$ cat src/rtl/fifo_rr_write_arbiter.sv
// fifo_rr_write_arbiter: shares one sync-FIFO write port between NUM_REQ producers.
// Round-robin grants are held for a whole packet (until the last beat) or until
// MAX_BURST beats have been written, whichever comes first. A full FIFO stalls
// the grant without rotating it.
// Optional feature macro: FIFO_ARB_TIMEOUT_EN -- revokes a grant whose holder has
// been idle for TIMEOUT_CYCLES cycles and pulses timeout_pulse_out.
module fifo_rr_write_arbiter #(
    parameter int DATA_BITS      = 8,
    parameter int NUM_REQ        = 4,
    parameter int MAX_BURST      = 4,
    parameter int TIMEOUT_CYCLES = 16,
    localparam int GW            = (NUM_REQ > 1) ? $clog2(NUM_REQ) : 1
) (
    input  logic                         clk_in,
    input  logic                         rst,
    input  logic [NUM_REQ-1:0]           req_valid_in,
    input  logic [NUM_REQ-1:0]           req_last_in,
    input  logic [NUM_REQ*DATA_BITS-1:0] req_data_in,
    input  logic                         fifo_full_in,
    output logic [NUM_REQ-1:0]           req_ready_out,
    output logic                         fifo_wr_en,
    output logic [DATA_BITS-1:0]         fifo_wr_data_out,
    output logic [GW-1:0]                grant_id_out,
    output logic                         grant_active_out,
    output logic                         timeout_pulse_out
);

    typedef enum logic {
        ARB   = 1'b0,
        GRANT = 1'b1
    } state_t;

    state_t         state_reg, state_next;
    logic [GW-1:0]  grant_id_reg, grant_id_next;
    logic [GW-1:0]  last_grant_reg, last_grant_next;
    logic [7:0]     beat_cnt_reg, beat_cnt_next;

`ifdef FIFO_ARB_TIMEOUT_EN
    localparam int IW = $clog2(TIMEOUT_CYCLES + 1);
    logic [IW-1:0]  idle_cnt_reg, idle_cnt_next;
`endif

    // Round-robin pick: first valid requester after the last grant holder.
    logic           pick_found;
    logic [GW-1:0]  pick_id;

    // Search last_grant+1, last_grant+2, ... modulo NUM_REQ for a valid requester.
    always_comb begin
        pick_found = 1'b0;
        pick_id    = '0;
        for (int k = 1; k <= NUM_REQ; k++) begin
            if (!pick_found && req_valid_in[(int'(last_grant_reg) + k) % NUM_REQ]) begin
                pick_found = 1'b1;
                pick_id    = GW'((int'(last_grant_reg) + k) % NUM_REQ);
            end
        end
    end

    // Next-state and output decode; outputs are forced low while reset is held
    // so nothing is written in the reset cycle even if a grant was active.
    always_comb begin
        state_next        = state_reg;
        grant_id_next     = grant_id_reg;
        last_grant_next   = last_grant_reg;
        beat_cnt_next     = beat_cnt_reg;
`ifdef FIFO_ARB_TIMEOUT_EN
        idle_cnt_next     = idle_cnt_reg;
`endif
        req_ready_out     = '0;
        fifo_wr_en        = 1'b0;
        fifo_wr_data_out  = '0;
        grant_id_out      = '0;
        grant_active_out  = 1'b0;
        timeout_pulse_out = 1'b0;

        case (state_reg)
            ARB: begin
                if (pick_found) begin
                    grant_id_next = pick_id;
                    beat_cnt_next = '0;
`ifdef FIFO_ARB_TIMEOUT_EN
                    idle_cnt_next = '0;
`endif
                    state_next    = GRANT;
                end
            end
            GRANT: begin
                grant_active_out              = 1'b1;
                grant_id_out                  = grant_id_reg;
                fifo_wr_data_out              = req_data_in[int'(grant_id_reg)*DATA_BITS +: DATA_BITS];
                req_ready_out[grant_id_reg]   = !fifo_full_in;
                fifo_wr_en                    = req_valid_in[grant_id_reg] && !fifo_full_in;

                if (fifo_wr_en) begin
                    beat_cnt_next = beat_cnt_reg + 8'd1;
                    if (req_last_in[grant_id_reg] ||
                        ({1'b0, beat_cnt_reg} + 9'd1 == 9'(MAX_BURST))) begin
                        last_grant_next = grant_id_reg;
                        state_next      = ARB;
                    end
                end

`ifdef FIFO_ARB_TIMEOUT_EN
                // Idle = holder not presenting a beat; a full-stalled valid beat is not idle.
                if (req_valid_in[grant_id_reg]) begin
                    idle_cnt_next = '0;
                end else if (idle_cnt_reg == IW'(TIMEOUT_CYCLES - 1)) begin
                    idle_cnt_next     = '0;
                    last_grant_next   = grant_id_reg;
                    state_next        = ARB;
                    timeout_pulse_out = 1'b1;
                end else begin
                    idle_cnt_next = idle_cnt_reg + 1'b1;
                end
`endif
            end
            default: state_next = ARB;
        endcase

        if (rst) begin
            req_ready_out     = '0;
            fifo_wr_en        = 1'b0;
            fifo_wr_data_out  = '0;
            grant_id_out      = '0;
            grant_active_out  = 1'b0;
            timeout_pulse_out = 1'b0;
        end
    end

    // State registers with synchronous reset; reset drops any grant immediately.
    always_ff @(posedge clk_in) begin
        if (rst) begin
            state_reg      <= ARB;
            grant_id_reg   <= '0;
            last_grant_reg <= GW'(NUM_REQ - 1);
            beat_cnt_reg   <= '0;
        end else begin
            state_reg      <= state_next;
            grant_id_reg   <= grant_id_next;
            last_grant_reg <= last_grant_next;
            beat_cnt_reg   <= beat_cnt_next;
        end
    end

`ifdef FIFO_ARB_TIMEOUT_EN
    // Idle-cycle counter for the grant timeout.
    always_ff @(posedge clk_in) begin
        if (rst) begin
            idle_cnt_reg <= '0;
        end else begin
            idle_cnt_reg <= idle_cnt_next;
        end
    end
`endif

endmodule

$ cat config.mk
export PLATFORM = sky130hd
export DESIGN_NAME = fifo_rr_write_arbiter
export DESIGN_NICKNAME = d
export VERILOG_FILES = /design/src/rtl/fifo_rr_write_arbiter.sv
export SDC_FILE = /design/constraint.sdc
export NUM_CORES = 1
export LEC_CHECK = 0
export ABC_AREA = 1
export ABC_CLOCK_PERIOD_IN_PS = 3100
export CORE_MARGIN = 3
export CORE_UTILIZATION = 46
export DETAILED_ROUTE_END_ITERATION = 10
export GPL_TIMING_DRIVEN = 0
export PLACE_DENSITY = 0.92
export SLEW_MARGIN = 20
export SYNTH_ARGS = -nofsm -noshare
export SYNTH_HDL_FRONTEND = slang
export SYNTH_SLANG_ARGS = --single-unit
$ cat constraint.sdc
create_clock -name clk_in -period 3.1 [get_ports clk_in]
set_input_delay 0.31 -clock clk_in [delete_from_list [all_inputs] [get_ports clk_in]]
set_output_delay 0.31 -clock clk_in [all_outputs]
set_load 0.03 [all_outputs]
==> out/metrics.csv, run 1 <==
metric;value;unit
Pwr Density;342;nW/um2
crit path from;rst;
Post-Synth Adder-Cell Area;0.921;%
height of the chip;60.4;um
worst r2r path cells;9;
final cell area excluding filler cells;2000;um2
post-cts resize count;0;
Leak;0.858;nW
fin cells;313;
die area;3640;um2
port bufs;58;
post-synthesis mux area share;2.95;%
Syn Inst Count;220;
clock sink count;13;
Startpoint Class;input port;
Final Skew;0.00672;ns
outcome;finished clean;
CTS Buffer Depth;2;
vias post-DR;1647;
final worst-path cycle share;92.1;%
max FFs per register;8;
Setup TNS;0;ns
Final nets;327;
sequential share of the synthesized area;19.2;%
CTS tree;yes;
drt total wl;3830;um
placed cell count;309;
worst hold margin;0.511;ns
combinational family with the most area after synthesis;simple AND/OR/NAND/NOR gates;
WS Path Type;input port to primary output;
Hold Path Class;flip-flop to flip-flop;
Clock Tree Root;clkbuf_4;
die extent in x;60.4;um
complex-gate fraction of the synthesized area;15.2;%
largest net degree at the start of global routing;11;
Post-Synth XOR/XNOR Area;2.58;%
drt via density;5.26;
RSZ-0062 raised after global routing;no;
Detailed Routing Iterations Pass 1;4;
final hold viol count;0;
vias in the first global route;1541;
CP Max Fanout;6;
Worst R2R End;state_reg;
Top Ports;60;
Most used DFF post-synth;dfxtp_1;
commonest non-fill, non-tap cells in the layout;clkdlybuf4s50_1 (58), nor2_1 (44), nand2_1 (41);
final slew viol count;0;
GRT overflow;0;
Synth Warn #;0;
peak supply drop;0.000244;V
EDFF count, synth;0;
n_diodes;0;
synthesized area per cell;6.18;um2
minimum clock period;2.86;ns
clk_lat worst skew;0.28;ns
Post-synth ARST share;0;%
Area Overhead vs Synth;47.5;%
post-CTS setup repair buffer count;0;
antenna-violating nets left;0;
Clock transition at path regs;0.08;ns
first-pass GRT wire length;6290;um
Final HPWL DP;3060;um
FF-to-FF setup slack;1.56;ns
# Max-Cap Violations;0;
share of cells above drive strength 1;12.4;%
H-tree lvl count;1;
number of remaining DRC errors;0;
Fmax;350;MHz
WL per Instance;12.2;um
Worst setup EP type;primary output;
Synth Register Bits;13;
initial core utilization;48.9;%
initial antenna violation count;0;
FP Rows;19;
most common cell after layout, fill and taps aside;clkdlybuf4s50_1;
setup violators final;0;
fill count;218;
Synth Cell Area;1360;um2
gpl congestion;0.852;
simple-gate share of the synthesized area;48.3;%
Crit path required time;2.79;ns
CP endpoint;req_ready_out[2];
worst r2r src;grant_id_reg[1];
Core Box Area;2780;um2
total CTS buffers;3;
DR iter-0 viols;58;
total track usage;22.1;%
post-synth cell types;32;
Worst EP arrival;2.55;ns
cts hold-fix bufs;0;
Area after DPL;1980;um2
Mapped Nets;264;
cells by family after synthesis:
group,count (synthesis)
AND/OR/NAND/NOR,132
AO/OA/AOI/OAI,37
buffers and inverters,28
flip-flops,13
XOR/XNOR,4
multiplexers,4
adder cells (fa/ha/maj),1
other,1
through the flow:
stage | total power [mW] | util (%) | setup slack, ns
floorplan | 0.452 | - | 0.340
global placement | 0.577 | 71.1 | 0.246
detailed placement | 0.583 | 71.1 | 0.263
CTS | 0.690 | 72.1 | 0.239
global route | 0.734 | 72.1 | 0.0872
finish | 0.686 | 72.1 | 0.244
worst max-delay path, stage by stage:
cell,delay [ns]
clkdlybuf4s50_1,0.52
nor2_1,0.33
inv_1,0.19
nor2_1,0.16
inv_1,0.12
nor3_1,0.21
clkdlybuf4s50_1,0.72
per-layer routing:
layer  vias to the layer above  share of wire (%)  wire, um  GRT usage, %
li1                        848                  -         -             -
met1                       742                 41      1590          26.2
met2                        54                 51      1960          40.1
met3                         3                6.6       253          4.47
met4                         0               0.83        32          6.01
met5                         -                  0         0             0
layout make-up:
type	count	area [um2]	area share, %
buffer	9	62.6	3.12
tap	31	38.8	1.94
clock buffer	4	26.3	1.31
timing repair buffer	58	581	29.0
sequential	13	260	13.0
multi-input combinational	179	955	47.6
inverter	19	81.3	4.06
cell usage after synthesis, drive strengths merged, types with 4 or more instances:
master	number	share of area (%)
inv	17	5.4
nand3	20	8.5
nor3	5	1.8
a21oi	13	4.8
o32ai	4	2.6
nor2	45	14
buf	6	3.8
nand4	4	1.8
o21ai	19	7.3
nand2	56	21
dfxtp	13	19
mux2i	4	2.9
power by group:
part,switching [mW],internal [mW]
clock network,0.0557,0.0500
registers,0.00604,0.178
logic,0.228,0.168
how the worst min path moves through the flow:
| stage | startpoint | endpoint | slack [ns] | cells past startpoint |
|---|---|---|---|---|
| after CTS | beat_cnt_reg[0] | beat_cnt_reg[0] | 0.50 | 1 |
| after detailed placement | beat_cnt_reg[0] | beat_cnt_reg[0] | 0.49 | 1 |
| after global placement | beat_cnt_reg[0] | beat_cnt_reg[0] | 0.48 | 1 |
| after global routing | beat_cnt_reg[0] | beat_cnt_reg[0] | 0.53 | 1 |
| after floorplan | rst | beat_cnt_reg[4] | 0.38 | 1 |
| final | beat_cnt_reg[0] | beat_cnt_reg[0] | 0.51 | 1 |
Power figures use the tool's default switching activity.
==> run 2, diff against run 1 <==
- ABC_CLOCK_PERIOD_IN_PS: 3100 -> 2500
- CORE_UTILIZATION: 46 -> 38
- PLACE_DENSITY: 0.92 -> 0.82
- TNS_END_PERCENT: default -> 10
- clock period: 3.1 -> 2.5 ns (I/O delays scaled with it)
==> run 2 against run 1 <==
- clock power grew 23%
- clock-buffer cell count did not move
- non-clock buffer count unchanged
- design area is 1.2% higher
- wire length fell by 1.9%
==> out/metrics.csv, run 2 (synthesis gave the netlist of run 1 again) <==
metric;value;unit;change
fill count;326;;+50%
drt total wl;3760;um;-1.9%
Clock Tree Root;clkbuf_4;;
WS Path Type;input port to primary output;;
CTS Buffer Depth;2;;unchanged
Fmax;424;MHz;
slowest CP cell;clkdlybuf4s50_1;;
GRT overflow;0;;unchanged
Hold Path Class;flip-flop to flip-flop;;
Detailed Routing Iterations Pass 1;4;;unchanged
Top cell by count, worst path;clkdlybuf4s50_1;;
crit path from;rst;;
cts hold-fix bufs;0;;unchanged
final hold viol count;0;;unchanged
pre-CTS setup slack;-0.155;ns;-0.419 ns
gpl congestion;0.916;;+7.5%
Buf+Inv Stages, Crit Path;2;;-2
FF-to-FF setup slack;0.98;ns;-0.58 ns
vias post-DR;1570;;-4.7%
max incr delay on CP;0.71;ns;about the same
antenna-violating nets left;0;;unchanged
height of the chip;65.8;um;+9.0%
area of the multi-input gates;957;um2;+0.26%
final worst-path cycle share;94.4;%;
number of remaining DRC errors;0;;unchanged
drt via density;4.79;;-9.0%
die area;4330;um2;+19%
Startpoint Class;input port;;
Critical Path Stages;5;;-2
die extent in x;65.8;um;+9.0%
RSZ-0062 raised after global routing;no;;
setup violators final;0;;unchanged
final slew viol count;0;;unchanged
final cell area excluding filler cells;2030;um2;+1.2%
max FFs per register;8;;unchanged
largest net degree at the start of global routing;11;;unchanged
initial antenna violation count;0;;unchanged
share of cells above drive strength 1;13.8;%;+1.4 points
Worst R2R End;last_grant_reg[0];;
clk_lat worst skew;0.28;ns;about the same
Slew @ Worst Pin;0.515;ns;
# Max-Cap Violations;0;;unchanged
Rel. slew slack;65.7;%;
busiest grt layer;met2;;
Crit path required time;2.25;ns;-0.54 ns
final worst slack;0.139;ns;-0.105 ns
worst r2r path cells;9;;unchanged
port bufs;58;;unchanged
total track usage;17.7;%;-4.4 points
initial core utilization;40.1;%;-8.8 points
n_diodes;0;;unchanged
CP endpoint;req_ready_out[1];;
WL per Instance;11.5;um;-6.4%
Final nets;327;;unchanged
met1 Resource Use GR;22.3;%;-3.8 points
register area;260;um2;unchanged
worst r2r src;grant_id_reg[1];;
FP Rows;21;;+2
minimum clock period;2.36;ns;
met3 Usage GRT;2.55;%;-1.9 points
post-CTS setup repair buffer count;0;;unchanged
clock sink count;13;;unchanged
Worst setup EP type;primary output;;
H-tree lvl count;1;;unchanged
Pwr Density;417;nW/um2;+22%
met2 usage;29.9;%;-10 points
Clock transition at path regs;0.07;ns;about the same
Final HPWL DP;3050;um;-0.26%
Final Skew;0.00211;ns;-0.00461 ns
Core Box Area;3390;um2;+22%
Leak;0.923;nW;+7.6%
CTS tree;yes;;
most common cell after layout, fill and taps aside;clkdlybuf4s50_1;;
DR iter-0 viols;86;;+48%
first-pass GRT wire length;6040;um;-3.9%
CP Max Fanout;6;;unchanged
peak supply drop;0.000160;V;-34%
outcome;finished clean;;
Worst EP arrival;2.11;ns;-0.44 ns
crit-path leading delay family;buffers and inverters;;
Top Ports;60;;unchanged
total CTS buffers;3;;unchanged
Area after DPL;2000;um2;+0.95%
crit path cell chain;clkdlybuf4s50_1 -> nor2_2 -> nand2_1 -> nor3_1 -> clkdlybuf4s50_1;;
commonest non-fill, non-tap cells in the layout;clkdlybuf4s50_1 (50), nor2_1 (43), nand2_1 (41);;
Area Overhead vs Synth;49.4;%;
vias in the first global route;1348;;-13%
==> run 2: changes by cell type in the layout (fill, tap and decap cells not counted), sizes merged <==
cell	delta
clkinv	-1
clkdlybuf4s50	-8
dlymetal6s2s	+2
clkinvlp	+1
dlygate4sd2	+6
==> run 2: worst register-to-register path, delay by kind of cell, from the launching register on <==
family	cells	cell delay (ns)
and+or+nand+nor	4	0.44
DFF	1	0.30
buffers and inverters	3	0.51
AOI/OAI and AO/OA	2	0.15
==> run 2: metrics by stage <==
stage	instances	util, %	power, mW	setup TNS, ns	hold slack [ns]
after global routing	328	59.9	0.914	0	0.535
after CTS	328	59.5	0.848	0	0.510
after floorplan	220	-	0.560	-0.512	0.319
final	328	59.9	0.847	0	0.501
after detailed placement	324	58.9	0.726	-0.880	0.497
after global placement	324	58.9	0.719	-0.918	0.469
==> run 2: area by class of cell <==
| cell class | count | area share, % |
|---|---|---|
| well taps | 46 | 2.84 |
| inverters | 19 | 4.19 |
| clock buffers | 4 | 1.29 |
| multi-input cells | 179 | 47.2 |
| plain buffers | 9 | 3.21 |
| flip-flops and latches | 13 | 12.8 |
| repair buffers | 58 | 28.5 |
==> run 2: how the worst min path moves through the flow <==
| stage | slack [ns] | depth (start not counted) | to | startpoint |
|---|---|---|---|---|
| floorplan | 0.32 | 1 | beat_cnt_reg[4] | rst |
| global placement | 0.47 | 1 | beat_cnt_reg[0] | beat_cnt_reg[0] |
| detailed placement | 0.50 | 2 | beat_cnt_reg[1] | beat_cnt_reg[1] |
| CTS | 0.51 | 2 | beat_cnt_reg[1] | beat_cnt_reg[1] |
| global route | 0.54 | 1 | beat_cnt_reg[0] | beat_cnt_reg[0] |
| finish | 0.50 | 1 | beat_cnt_reg[0] | beat_cnt_reg[0] |
==> run 2: power breakdown <==
group | internal (mW) | leakage [nW] | switching, mW
combinational | 0.204 | 0.802 | 0.284
sequential | 0.221 | 0.106 | 0.00771
clock | 0.0621 | 0.0150 | 0.0675
total | 0.487 | 0.923 | 0.360
==> run 2: per-layer routing <==
layer	share of wire, %	vias up
li1	-	849
met1	43	660
met2	49	52
met3	5.6	9
met4	2.4	0
met5	0	-
==> run 2: timing repair <==
action                                 4_1_cts  5_1_grt
gates resized for setup                      7        6
setup endpoints to repair                   10       13
endpoints found under the hold margin        0        0
==> run 3, diff against run 2 <==
- PLACE_DENSITY: 0.82 -> default
- PLACE_DENSITY_LB_ADDON: default -> 0.25
==> run 3 against run 2 <==
- core utilization up 0.37 points
- sequential cell count unchanged
- combinational power about the same
- first-iteration DRC count down 30%
- wire length up 0.66%
- die area unchanged
- fmax up 2.2%
- clock skew about the same
==> out/metrics.csv, run 3 (synthesis gave the netlist of run 1 again) <==
metric;value;unit;change
minimum clock period;2.31;ns;-0.0519 ns
Fmax;433;MHz;+2.2%
gpl congestion;0.876;;-4.4%
setup violators final;0;;unchanged
number of remaining DRC errors;0;;unchanged
Clock Tree Root;clkbuf_4;;
Rel. slew slack;65.0;%;-0.70 points
initial core utilization;40.1;%;unchanged
Slew @ Worst Pin;0.525;ns;+0.0104 ns
Area after DPL;2000;um2;unchanged
commonest non-fill, non-tap cells in the layout;clkdlybuf4s50_1 (45), nor2_1 (43), nand2_1 (41);;
Top Ports;60;;unchanged
clk_lat worst skew;0.29;ns;about the same
slowest CP cell;clkbuf_1;;
die area;4330;um2;unchanged
final cell area excluding filler cells;2040;um2;+0.62%
vias post-DR;1600;;+1.9%
Worst setup EP type;primary output;;
n_diodes;0;;unchanged
total track usage;18.2;%;+0.52 points
DR iter-0 viols;60;;-30%
CP Max Fanout;10;;+4
antenna-violating nets left;0;;unchanged
worst r2r path cells;9;;unchanged
outcome;finished clean;;
final hold viol count;0;;unchanged
H-tree lvl count;1;;unchanged
Pwr Total;854;uW;+0.84%
CTS tree;yes;;
worst r2r src;grant_id_reg[1];;
FP Rows;21;;unchanged
Final Skew;0.00222;ns;+0.000110 ns
Clock transition at path regs;0.08;ns;about the same
die extent in x;65.8;um;unchanged
Leak;1.01;nW;+9.3%
Hold Path Class;flip-flop to flip-flop;;
clock sink count;13;;unchanged
Detailed Routing Iterations Pass 1;4;;unchanged
Crit path required time;2.25;ns;about the same
GRT overflow;0;;unchanged
final slew viol count;0;;unchanged
total CTS buffers;3;;unchanged
first-pass GRT wire length;6220;um;+2.8%
max incr delay on CP;0.44;ns;-0.27 ns
height of the chip;65.8;um;unchanged
crit path cell chain;buf_2 -> clkbuf_1 -> nor2_1 -> o32ai_1 -> dlygate4sd2_1;;
FF-to-FF setup slack;0.96;ns;-0.02 ns
peak supply drop;0.000194;V;+21%
WS Path Type;flip-flop to primary output;;
Core Box Area;3390;um2;unchanged
drt via density;4.88;;+1.9%
initial antenna violation count;0;;unchanged
Startpoint Class;flip-flop;;
# Max-Cap Violations;0;;unchanged
Final HPWL DP;3020;um;-1.1%
Worst EP arrival;2.06;ns;-0.05 ns
largest net degree at the start of global routing;11;;unchanged
CP endpoint;fifo_wr_data_out[4];;
Pwr Density;418;nW/um2;+0.22%
port bufs;58;;unchanged
cts hold-fix bufs;0;;unchanged
max FFs per register;8;;unchanged
drt total wl;3790;um;+0.66%
CTS Buffer Depth;2;;unchanged
WL per Instance;11.5;um;+0.66%
share of cells above drive strength 1;13.8;%;unchanged
crit path from;grant_id_reg[0];;
Area Overhead vs Synth;50.3;%;
hold path depth;1;;unchanged
final worst-path cycle share;92.4;%;-2.1 points
most common cell after layout, fill and taps aside;clkdlybuf4s50_1;;
Worst R2R End;last_grant_reg[1];;
RSZ-0062 raised after global routing;yes;;
vias in the first global route;1468;;+8.9%
Final nets;327;;unchanged
run 3: cell types whose count changed in the layout (fill, tap and decap cells not counted):
cell             previous run  this run
dlymetal6s2s_1              2         7
clkdlybuf4s50_1            50        45
run 3: layer usage:
metal	vias up	track usage, %	part of all wire (%)
li1	850	-	-
met1	691	21.9	44
met2	55	31.0	47
met3	4	5.78	8.5
met4	0	4.66	1.0
met5	-	0	0
run 3: area by class of cell:
type,instances,area (um2)
fillers,305,1350
multi-input cells,179,957
repair buffers,58,591
flip-flops and latches,13,260
inverters,19,85.1
plain buffers,9,65.1
well taps,46,57.6
clock buffers,4,26.3
run 3: critical path: cells and delay by family, from the launching register on:
kind / cells / cell delay (ns)
AO/OA/AOI/OAI: 1 / 0.30
flip-flops: 1 / 0.31
buffers and inverters: 3 / 1.07
AND/OR/NAND/NOR: 1 / 0.10
run 3: per-stage QoR:
step                      setup WS, ns  hold WS [ns]  utilization (%)  std cells  setup TNS (ns)
final                            0.191         0.497             60.2        328               0
after global routing           0.00176         0.540             60.2        328               0
after CTS                       0.0424         0.496             59.5        328               0
after detailed placement        -0.142         0.481             58.9        324          -0.771
after global placement          -0.226         0.484             58.9        324           -1.20
after floorplan                 -0.200         0.319                -        220          -0.512
run 3: what timing repair did:
item / 4_1_cts / 5_1_grt
pin swaps: 0 / 0
setup endpoints to repair: 9 / 14
gates resized for setup: 8 / 9
buffers inserted: 0 / 0
run 3: how the worst min path moves through the flow:
stage | slack (ns) | startpoint | end
2_1_floorplan | 0.32 | rst | beat_cnt_reg[4]
3_3_place_gp | 0.48 | beat_cnt_reg[0] | beat_cnt_reg[0]
3_5_place_dp | 0.48 | beat_cnt_reg[0] | beat_cnt_reg[0]
4_1_cts | 0.50 | beat_cnt_reg[0] | beat_cnt_reg[0]
5_1_grt | 0.54 | beat_cnt_reg[1] | beat_cnt_reg[1]
6_report | 0.50 | beat_cnt_reg[0] | beat_cnt_reg[0]
run 3: power breakdown:
part           internal (mW)  total [mW]  switching [mW]
sequential             0.221       0.228         0.00718
combinational          0.203       0.487           0.284
clock                 0.0621       0.139          0.0766
==> RTL change (flow settings as in run 2) <==
Build with the macro `FIFO_ARB_TIMEOUT_EN` defined.
--- a/src/rtl/fifo_rr_write_arbiter.sv
+++ b/src/rtl/fifo_rr_write_arbiter.sv
@@ -5,4 +5,6 @@
 // Optional feature macro: FIFO_ARB_TIMEOUT_EN -- revokes a grant whose holder has
 // been idle for TIMEOUT_CYCLES cycles and pulses timeout_pulse_out.
+`define FIFO_ARB_TIMEOUT_EN
+
 module fifo_rr_write_arbiter #(
     parameter int DATA_BITS      = 8,
Check against the original RTL: no difference found for any inputs over 4 cycles, from zero or initial values and one cycle with rst high; that may be too few to reach the edited logic, so the function may still have changed.
==> RTL change against run 2 <==
  * Sequential cell count is 5 higher
  * Wire length is 17% higher
  * Final cell count is 7.0% higher
  * Setup slack worse by 0.0089 ns
  * Via count is 11% higher
  * Area after synthesis is 12% higher
  * Final area is 13% higher
  * Sequential share of layout area is 3.0 points higher
  * Highest routed layer unchanged
Power is not compared: it rests on default switching activity, and its combinational part moved more than twofold at a synthesized area within 25%.
==> RTL change: results (changes against run 2) <==
status: "completed"  # unchanged
vias: 1739  # was 1570
grt.total_usage_pct: 18.0  # was 17.7%
place_area_sq_um: 2220  # was 2000 sq um
io_buffers: 59  # was 58
critPathMaxStageDelay_ns: 0.61  # was 0.71 ns
cts_setup_buffers: 0  # unchanged
path_clk_slew_ns: 0.07  # about the same
ff2ff_path_depth: 9  # unchanged
skew_ns: 0.00384  # was 0.00211 ns
cts-htree-levels: 1  # unchanged
worstPathArrival_ns: 2.12
irDropWorstVdd_v: 0.000274
relSlewSlack_pct: 77.0  # was 65.7%
cts_buffers: 3  # unchanged
routed_via_density: 4.95  # was 4.79
dp_cells: 347  # was 324
r2r-end: "beat_cnt_reg[0]"  # was last_grant_reg[0]
r2r_setup_slack_ns: 0.78  # was 0.98 ns
grt_pass1_wl_um: 7350  # was 6040 um
worstReg2RegStart: "grant_id_reg[1]"  # unchanged
crit_start: "grant_id_reg[0]"  # was rst
avgSynthCellArea_sq_um: 6.32  # was 6.18 sq um
dp_hpwl_um: 3500  # was 3050 um
first_pass_iters: 4  # unchanged
cts_root_buf: "clkbuf_8"  # was clkbuf_4
drive_gt1_share_pct: 13.2  # was 13.8%
min_path_type: "reg2reg"  # unchanged
fillCellCount: 361  # was 326
antenna_cells: 0  # unchanged
cp_max_fo: 10  # was 6
syn-num-nets: 285  # was 264
synthFlopType: "dfxtp_1"  # unchanged
yosysWarnings: 0  # unchanged
drt_iter0_markers: 68  # was 86
synth_common_cells: "nand2_1, nor2_1, nand3_1, inv_1, dfxtp_1"  # was nor2_1, nand2_1, nand3_1, o21ai_0
grt_pass1_vias: 1647  # was 1348
register_area_sq_um: 360  # was 260 sq um
clockBufferDepth: 2  # unchanged
clk_latency_ns: 0.26  # was 0.28 ns
synthTopCellsByArea: "dfxtp_1, nand2_1, nor2_1"  # was dfxtp_1, nor2_1, nand2_1
grt_max_degree: 11  # unchanged
cts-resized-gates: 9  # was 7
slowest_stage: "clkdlybuf4s50_1"  # unchanged
crit_path_end: "fifo_wr_data_out[7]"  # was req_ready_out[1]
ys_seq_area_share_pct: 23.7  # was 19.2%
drt_wl_total_um: 4390  # was 3760 um
yosysUniqueCellTypes: 34  # was 32
routabilityCongestion: 0.824  # was 0.916
## RTL change: logic make-up after synthesis
group | share of synthesized area [%]
adders and majority gates | 1.65
and+or+nand+nor | 37.5
xor gates and xnor gates | 3.38
muxes | 3.30
buffers and inverters | 9.48
DFF | 23.7
AOI/OAI and AO/OA | 20.9
## RTL change: metal layers
layer  routed length, um  vias up  GRT usage (%)
li1                    -      926              -
met1                1930      776           22.7
met2                2300       29           31.4
met3                  99        8           2.90
met4                  66        0           5.42
met5                   0        -              0
## RTL change: per-stage QoR
step / setup slack (ns) / power [mW] / hold slack [ns]
CTS: 0.00747 / 1.84 / 0.455
floorplan: 0.180 / 1.28 / 0.346
detailed placement: -0.0901 / 1.61 / 0.445
global placement: -0.0989 / 1.59 / 0.443
finish: 0.130 / 1.83 / 0.452
global route: -0.00543 / 1.97 / 0.514
## RTL change: area by class of cell
type,instances,area share [%]
flip-flops and latches,18,15.8
well taps,48,2.63
inverters,25,4.27
clock buffers,4,2.41
multi-input cells,191,46.7
repair buffers,59,26.0
plain buffers,6,2.25
## RTL change: worst min path at each step
stage               depth (start not counted)  slack (ns)            start           endpoint
global route                                2        0.51  idle_cnt_reg[4]    idle_cnt_reg[4]
floorplan                                   2        0.35              rst  last_grant_reg[1]
finish                                      2        0.45  idle_cnt_reg[4]    idle_cnt_reg[4]
detailed placement                          2        0.45  idle_cnt_reg[4]    idle_cnt_reg[4]
global placement                            2        0.44  idle_cnt_reg[4]    idle_cnt_reg[4]
CTS                                         2        0.45  idle_cnt_reg[4]    idle_cnt_reg[4]
## RTL change: worst max-delay path: cells and delay by family (launching register included)
| family | cells | cell delay, ns |
|---|---|---|
| AO/OA/AOI/OAI | 2 | 0.28 |
| buffers and inverters | 3 | 1.12 |
| flip-flops | 1 | 0.46 |
## RTL change: where the power goes
part / internal (mW) / leakage (nW) / switching [mW]
registers: 0.333 / 0.147 / 0.0517
logic: 0.456 / 0.871 / 0.745
clock network: 0.140 / 0.0288 / 0.102
